### config.mk
export PLATFORM = sky130hd
export DESIGN_NAME = fixed_rounding_scheduler
export DESIGN_NICKNAME = d
export VERILOG_FILES = /design/src/rtl/fixed_rounding_pkg.sv /design/src/rtl/fixed_signed_cast.sv /design/src/rtl/fixed_rounding_scheduler.sv
export SDC_FILE = /design/constraint.sdc
export NUM_CORES = 1
export LEC_CHECK = 0
export BUFFER_PORTS_ARGS = -buffer_cell sky130_fd_sc_hd__buf_2
export CORE_ASPECT_RATIO = 0.8
export CORE_UTILIZATION = 35
export CTS_BUF_LIST = sky130_fd_sc_hd__clkbuf_2 sky130_fd_sc_hd__clkbuf_4 sky130_fd_sc_hd__clkbuf_8
export CTS_CLUSTER_SIZE = 25
export DETAILED_ROUTE_END_ITERATION = 12
export HOLD_SLACK_MARGIN = 0.08
export PLACE_DENSITY = 0.7
export SYNTH_ARGS = -nofsm -noshare
export SYNTH_HDL_FRONTEND = slang
export SYNTH_SLANG_ARGS = --single-unit
### constraint.sdc
create_clock -name clk -period 1.6 [get_ports clk]
set_input_delay 0.24 -clock clk [delete_from_list [all_inputs] [get_ports clk]]
set_output_delay 0.24 -clock clk [all_outputs]
set_load 0.05 [all_outputs]
### src/rtl/fixed_rounding_pkg.sv
// Shared types and elaboration helpers for the fixed-point rounding scheduler.
package fixed_rounding_pkg;

   typedef enum logic [1:0] {
      StIdle,
      StRound,
      StOutput
   } state_t;

   function automatic bit lanes_divide(input int size, input int lanes);
      return (lanes > 0) && (size % lanes == 0);
   endfunction

endpackage

### src/rtl/fixed_signed_cast.sv
// Single-element signed fixed-point cast: rescale by the fraction-width difference, then saturate.
module fixed_signed_cast #(
   parameter int IN_WIDTH       = 8,
   parameter int IN_FRAC_WIDTH  = 3,
   parameter int OUT_WIDTH      = 4,
   parameter int OUT_FRAC_WIDTH = 1,
   parameter bit ROUND_FLOOR    = 1'b1
) (
   input  logic [IN_WIDTH-1:0]  in_data,
   output logic [OUT_WIDTH-1:0] out_data
);

   localparam int SHIFT = IN_FRAC_WIDTH - OUT_FRAC_WIDTH;
   localparam int EXT   = (SHIFT < 0) ? -SHIFT : 0;
   localparam int BASE  = (IN_WIDTH + EXT > OUT_WIDTH) ? IN_WIDTH + EXT : OUT_WIDTH;
   // One spare bit keeps the truncation bias and the saturation bounds free of overflow.
   localparam int WW    = BASE + 1;

   localparam logic signed [WW-1:0] SAT_MAX = {{(WW-OUT_WIDTH+1){1'b0}}, {(OUT_WIDTH-1){1'b1}}};
   localparam logic signed [WW-1:0] SAT_MIN = ~SAT_MAX;

   logic signed [WW-1:0] wide;
   logic signed [WW-1:0] scaled;

   assign wide = {{(WW-IN_WIDTH){in_data[IN_WIDTH-1]}}, in_data};

   if (SHIFT >= 0) begin : g_right
      localparam logic signed [WW-1:0] BIAS = WW'((1 << SHIFT) - 1);
      localparam logic signed [WW-1:0] ZERO = '0;
      logic signed [WW-1:0] bias;
      // Without floor, negatives are biased so the shift rounds toward zero.
      assign bias   = (!ROUND_FLOOR && wide[WW-1]) ? BIAS : ZERO;
      assign scaled = (wide + bias) >>> SHIFT;
   end else begin : g_left
      assign scaled = wide <<< EXT;
   end

   always_comb begin
      out_data = scaled[OUT_WIDTH-1:0];
      if (scaled > SAT_MAX) begin
         out_data = SAT_MAX[OUT_WIDTH-1:0];
      end else if (scaled < SAT_MIN) begin
         out_data = SAT_MIN[OUT_WIDTH-1:0];
      end
   end

endmodule

### src/rtl/fixed_rounding_scheduler.sv
// Rounds an IN_SIZE-element fixed-point vector through LANES shared cast lanes,
// one chunk per cycle, with valid/ready handshakes on both sides.
module fixed_rounding_scheduler
   import fixed_rounding_pkg::*;
#(
   parameter int IN_SIZE        = 8,
   parameter int IN_WIDTH       = 8,
   parameter int IN_FRAC_WIDTH  = 3,
   parameter int OUT_WIDTH      = 4,
   parameter int OUT_FRAC_WIDTH = 1,
   parameter int LANES          = 2
) (
   input  logic                         clk,
   input  logic                         rst_n,
   input  logic [IN_SIZE*IN_WIDTH-1:0]  data_in,
   input  logic                         data_in_valid,
   output logic                         data_in_ready,
   output logic [IN_SIZE*OUT_WIDTH-1:0] data_out,
   output logic                         data_out_valid,
   input  logic                         data_out_ready,
   output logic                         busy
);

   localparam int CHUNKS = IN_SIZE / LANES;
   localparam int CW     = (CHUNKS > 1) ? $clog2(CHUNKS) : 1;
   localparam logic [CW-1:0] LAST_CHUNK = CW'(CHUNKS - 1);

   if (!lanes_divide(IN_SIZE, LANES)) begin : g_bad_lanes
      $error("fixed_rounding_scheduler: IN_SIZE must be a multiple of LANES");
   end

   state_t                                 state_q;
   logic [CW-1:0]                          chunk_q;
   logic [CHUNKS-1:0][LANES*IN_WIDTH-1:0]  in_buf_q;
   logic [CHUNKS-1:0][LANES*OUT_WIDTH-1:0] out_buf_q;
   logic                                   valid_q;
   logic                                   busy_q;
   logic [LANES*IN_WIDTH-1:0]              lane_in;
   logic [LANES*OUT_WIDTH-1:0]             lane_out;

   // Ready in OUTPUT lets a new vector enter in the same cycle the old one leaves.
   assign data_in_ready  = (state_q == StIdle) || ((state_q == StOutput) && data_out_ready);
   assign data_out_valid = valid_q;
   assign data_out       = out_buf_q;
   assign busy           = busy_q;
   assign lane_in        = in_buf_q[chunk_q];

   for (genvar l = 0; l < LANES; l++) begin : g_lane
      fixed_signed_cast #(
         .IN_WIDTH       (IN_WIDTH),
         .IN_FRAC_WIDTH  (IN_FRAC_WIDTH),
         .OUT_WIDTH      (OUT_WIDTH),
         .OUT_FRAC_WIDTH (OUT_FRAC_WIDTH),
         .ROUND_FLOOR    (1'b1)
      ) u_cast (
         .in_data  (lane_in[l*IN_WIDTH +: IN_WIDTH]),
         .out_data (lane_out[l*OUT_WIDTH +: OUT_WIDTH])
      );
   end

   always_ff @(posedge clk or negedge rst_n) begin
      if (!rst_n) begin
         state_q   <= StIdle;
         chunk_q   <= '0;
         in_buf_q  <= '0;
         out_buf_q <= '0;
         valid_q   <= 1'b0;
         busy_q    <= 1'b0;
      end else begin
         unique case (state_q)
            StIdle: begin
               if (data_in_valid) begin
                  in_buf_q <= data_in;
                  chunk_q  <= '0;
                  busy_q   <= 1'b1;
                  state_q  <= StRound;
               end
            end
            StRound: begin
               out_buf_q[chunk_q] <= lane_out;
               if (chunk_q == LAST_CHUNK) begin
                  chunk_q <= '0;
                  valid_q <= 1'b1;
                  state_q <= StOutput;
               end else begin
                  chunk_q <= chunk_q + 1'b1;
               end
            end
            StOutput: begin
               if (data_out_ready) begin
                  valid_q <= 1'b0;
                  if (data_in_valid) begin
                     in_buf_q <= data_in;
                     chunk_q  <= '0;
                     state_q  <= StRound;
                  end else begin
                     busy_q  <= 1'b0;
                     state_q <= StIdle;
                  end
               end
            end
            default: begin
               state_q <= StIdle;
               busy_q  <= 1'b0;
               valid_q <= 1'b0;
            end
         endcase
      end
   end

endmodule

; After elaboration in Yosys (flattened, before gate mapping)
; Index checks and enable logic that the tools add are counted.
; W data, S select, Z words.
[word_totals]
input_bits = 68
register_bits = 102
output_inout_bits = 35
[classes]
reduce_logical = 11
bitwise_logic = 2
muxes = 28
magnitude_cmp = 6
n_addsub = 1
n_eq_ne = 7
[ops]
columns = op, count
row1 = $mux W64, 2
row2 = $pmux W64 S2, 1
row3 = $bmux W16 S2, 1
row4 = $bwmux W32, 1
row5 = $demux W8 S2, 1
row6 = $mux W16, 1
row7 = $mux W4, 4
row8 = $gt A6 B4 Y1 const B, 2
row9 = $lt A6 B4 Y1 const B, 2
row10 = $mux W2, 6
row11 = $pmux W2 S3, 2
row12 = $mux W8, 1
row13 = $ne A2 B2 Y1 const B, 4
row14 = $mux W1, 6
row15 = $pmux W1 S3, 2
row16 = $reduce_and A3 Y1, 2
row17 = $eq A2 B2 Y1 const B, 2
row18 = $reduce_and A2 Y1, 2
row19 = $reduce_and A4 Y1, 1
row20 = $lt A2 B3 Y1 const B, 1
row21 = $reduce_bool A3 Y1, 1
row22 = $add A2 B1 Y2 const B, 1
row23 = $eq A2 B1 Y1 const B, 1
row24 = $ge A2 B1 Y1 const B, 1
row25 = other kinds (5), 7

; Depth between registers and ports, before layout
[depth]
word_depth = 6
mapped_depth = 7

; Modules after synthesis
; From an unflattened synthesis, not the netlist that was laid out.
[unflattened]
hier_cells = 280
hier_area_um2 = 4697.0
[modules_own_cells]
columns = mod, area_per_inst_um2, seq_area_each_um2, n_inst, cells_each
row1 = fixed_rounding_scheduler, 4576.9, 2552.4, 1, 258
row2 = fixed_signed_cast, 60.1, 0.0, 2, 11

; Worst setup path after synthesis
; OpenSTA, ideal clock, no wires.
[synth_path]
kind = reg-to-reg
start = register chunk_q[0]
end = register out_buf_q (netlist bit data_out[0])
t_arrival_ps = 1661
path_stages_with_launch = 6
n_path_buf = 1
setup_slack_ps = -193
t_required_ps = 1468
path_cell_list = dfrtp_1 > buf_6 > mux4_2 > o21ba_2 > o21ai_2 > o21ai_0
[synth_via]
elab_chain_len = 6
word_cells_on_any_way = 12
[synth_rtl]
columns = element, line_no
row1 = start: declaration, fixed_rounding_scheduler.sv:33  ; logic [CW-1:0] chunk_q;
row2 = start signal: assignment, fixed_rounding_scheduler.sv:86  ; chunk_q <= chunk_q + 1'b1;
row3 = $bmux W16 S2, fixed_rounding_scheduler.sv:46  ; assign lane_in = in_buf_q[chunk_q];
row4 = $mux W16 (not written as such), fixed_rounding_scheduler.sv:46
row5 = $lt A6 B4 Y1, fixed_signed_cast.sv:42  ; end else if (scaled < SAT_MIN) begin
row6 = $mux W4, fixed_signed_cast.sv:42
row7 = $mux W4, fixed_signed_cast.sv:40  ; if (scaled > SAT_MAX) begin
row8 = $bwmux W32 *, fixed_rounding_scheduler.sv:80  ; out_buf_q[chunk_q] <= lane_out;
row9 = end signal: indexed assignment, fixed_rounding_scheduler.sv:80
row10 = end: declaration, fixed_rounding_scheduler.sv:35  ; logic [CHUNKS-1:0][LANES*OUT_WIDTH-1:0] out_buf_q;
; Every way passes the cells marked *; elsewhere a longest branch is shown, timed or not. The select of a mux whose other input is x is not followed.
; A chain may end at the register's enable or synchronous reset.

; Final worst setup path
[layout_path]
start = register chunk_q[0]
end = register out_buf_q (netlist bit data_out[18])
; Same word-level chain as after synthesis.

==> results.yml <==
floorplanning:
  dieWidth_microns: 116
  placementRows: 32
  fp.dieH_microns: 93.4
  start_util_pct: 36.9
  coreArea_sq_um: 9890
  io-pin-count: 103
  dieArea_sq_um: 10900
drt:
  drt_wl_total_mm: 8.24
  drt_pass1_iterations: 4
  antenna_left: 0
  routedWlPerCell_microns: 15.9
  via_per_inst: 4.78
  drc: 0
  drt_iter0_drc: 115
  vias: 2470
yosys:
  synthTopCellsByCount: "dfrtp_1 (86), mux2_2 (56), nand2_1 (34), o21ai_0 (26), mux4_2 (7)"
  synth_ff_type: "dfrtp_1"
  netlist_area_sq_um: 3650
  syn_nets: 332
  yosys.area.top_type: "dfrtp_1"
  synthTopCellsByArea: "dfrtp_1 (59%), mux2_2 (17%), mux4_2 (4.3%)"
  synth_edf_count: 0
  synth_top_area_share_pct: 58.9
  seq_area_frac_synth_pct: 58.9
  synth.avg_cell_area_sq_um: 14.1
  synth_cells: 260
  synthArstFlopShare_pct: 100
  synth_cell_types: 26
  ys_warn_count: 0
  ys_ff_latch: 86
  synth.most_common_cell: "dfrtp_1"
sta:
  fin_ws_ns: -0.186
  setup_tns_ns: -4.35
  worst_slew_pin_slew_ns: 0.404
  finalSetupViolations: 32
  min_period_ns: 1.79
  maxSlewViolCount: 0
  rsz0062_at_grt: "true"
  fmax_mhz: 560
  relSlewSlack_pct: 73.1
  finalHoldViolCount: 0
  fin_crit_sh_pct: 112
  clock_skew_ns: 0.00596
  whs_ns: 0.111
flow_run:
  drv_cap: 0
status:
  outcome: "complete, but fails checks"
  violations: "negative setup slack"
finish:
  n_fill_cell: 894
  syn2layout_area_growth_pct: 31.8
  antenna_cells: 0
  drive_above_1_share_pct: 57.5
  stdcell_count: 517
  nets: 448
cts:
  cts-root-buf: "clkbuf_8"
  numCtsBuffers: 9
  clockBufferDepth: 2
  htree_levels: 3
  path_clk_slew_ns: 0.08
  cts_tree: "built"
  clkLatencyLatePin_ns: 0.35
  cts.sinks: 86
placed_design:
  finalWeightedCongestion: 0.765
  io_buffers: 86
  post-place-cells: 492
  dpl.hpwl_mm: 5.88
setup_path:
  endpoint_kind: "flip-flop"
  cp.required_ns: 1.84
  critPathMaxFanout: 5
  critPathArrivalTime_ns: 2.03
  path_class: "reg -> reg"
  r2r_slack_ns: -0.19
  worstSetupStartpointType: "flip-flop"
  ff2ff_path_depth: 5
global_route:
  grt_max_degree: 51
  antenna_found_initial: 0
  grt_use_total_pct: 15.8
  grt_pass1_vias: 2558
  grt_pass1_wl_mm: 12.7
  overflow: 0
power:
  p_leak_nw: 2.21
  ir_drop_mv: 1.01
  total_power_w: 0.0124
  powerDensity_nw_per_um2: 2580
min_path:
  hold_path_class: "in -> reg"
  hold_depth: 2
-- per-layer routing --
metal  up-vias  part of all wire [%]  global-route usage (%)
met1      1236                    49                    21.4
met2        68                    45                    24.1
met5         -                     0                       0
met3         8                   5.2                    5.83
met4         0                  0.76                    3.85
li1       1158                     -                       -
-- flip-flops by register name, indices dropped and copies added, names as in the netlist --
| register | cells |
|---|---|
| chunk_q | 2 |
| state_q | 2 |
| data_out | 32 |
| busy | 1 |
| in_buf_q | 48 |
| data_out_valid | 1 |
-- final timing paths --
check                                          from                  endpoint
hold reg to reg            data_out[21]$_DFFE_PN0P_  data_out[21]$_DFFE_PN0P_
setup / recovery             chunk_q[0]$_DFFE_PN0P_  data_out[18]$_DFFE_PN0P_
setup reg to reg             chunk_q[0]$_DFFE_PN0P_  data_out[18]$_DFFE_PN0P_
max in group asynchronous                     rst_n  in_buf_q[28]$_DFFE_PN0P_
min in group asynchronous                     rst_n  in_buf_q[34]$_DFFE_PN0P_
hold / removal                          data_in[26]  in_buf_q[26]$_DFFE_PN0P_
-- metrics by stage --
| step | instance area [sq um] | setup slack, ns | util, % |
|---|---|---|---|
| final | 4810 | -0.186 | 48.7 |
| after global routing | 4810 | -0.254 | 48.7 |
| after CTS | 4720 | -0.184 | 47.7 |
| after detailed placement | 4400 | -0.256 | 44.5 |
| after global placement | 4400 | -0.209 | 44.5 |
| after floorplan | 3660 | -0.0922 | - |
-- report_power, final --
part / switching, W / leakage [nW] / total (W) / internal, W
registers: 0.000625 / 1.03 / 0.00389 / 0.00326
clock network: 0.000756 / 0.117 / 0.00170 / 0.000942
logic: 0.00387 / 1.06 / 0.00684 / 0.00297
-- kinds of logic (layout without fill, tap and decap cells) --
kind of cell / Yosys count / after routing / share of synthesized area [%]
flops: 86 / 86 / 58.9
simple gates: 44 / 44 / 5.00
buf+inv: 16 / 137 / 2.02
mux: 68 / 68 / 25.2
fa+ha+maj: 4 / 4 / 1.37
compound gates: 42 / 42 / 7.53
-- worst max-delay path, stage by stage, from the launching register on --
cell and delay (ns):
dfrtp_2 0.43, buf_6 0.14, mux4_2 0.54, o21ba_4 0.25, o2bb2ai_4 0.22, o21ai_1 0.09
-- layout by cell type, fill, tap and decap left out, types with 4 or more instances in the layout --
| cell | n |
|---|---|
| nand2_1 | 34 |
| ha_1 | 4 |
| buf_2 | 84 |
| buf_6 | 4 |
| buf_4 | 25 |
| dfrtp_1 | 84 |
| o21ai_1 | 22 |
| mux4_2 | 12 |
| mux2_2 | 56 |
| o21ai_4 | 5 |
| clkbuf_8 | 10 |
-- timing repair --
item,in CTS,in global routing
cloned,0,3
endpoints found under the hold margin,28,0
setup endpoints to repair,33,80
pin swaps,11,8
buffers inserted,3,2
resized for setup,31,9
hold buffers,1,0
-- cell type report --
cell class / count / area [sq um] / share of cell area (%)
well taps: 136 / 170 / 3.53
clock inverters: 5 / 82.6 / 1.72
clock buffers: 11 / 145 / 3.01
repair buffers: 118 / 753 / 15.6
inverters: 3 / 11.3 / 0.234
multi-input cells: 158 / 1500 / 31.1
flip-flops and latches: 86 / 2150 / 44.8
No activity file was read; power rests on OpenSTA's default activity.
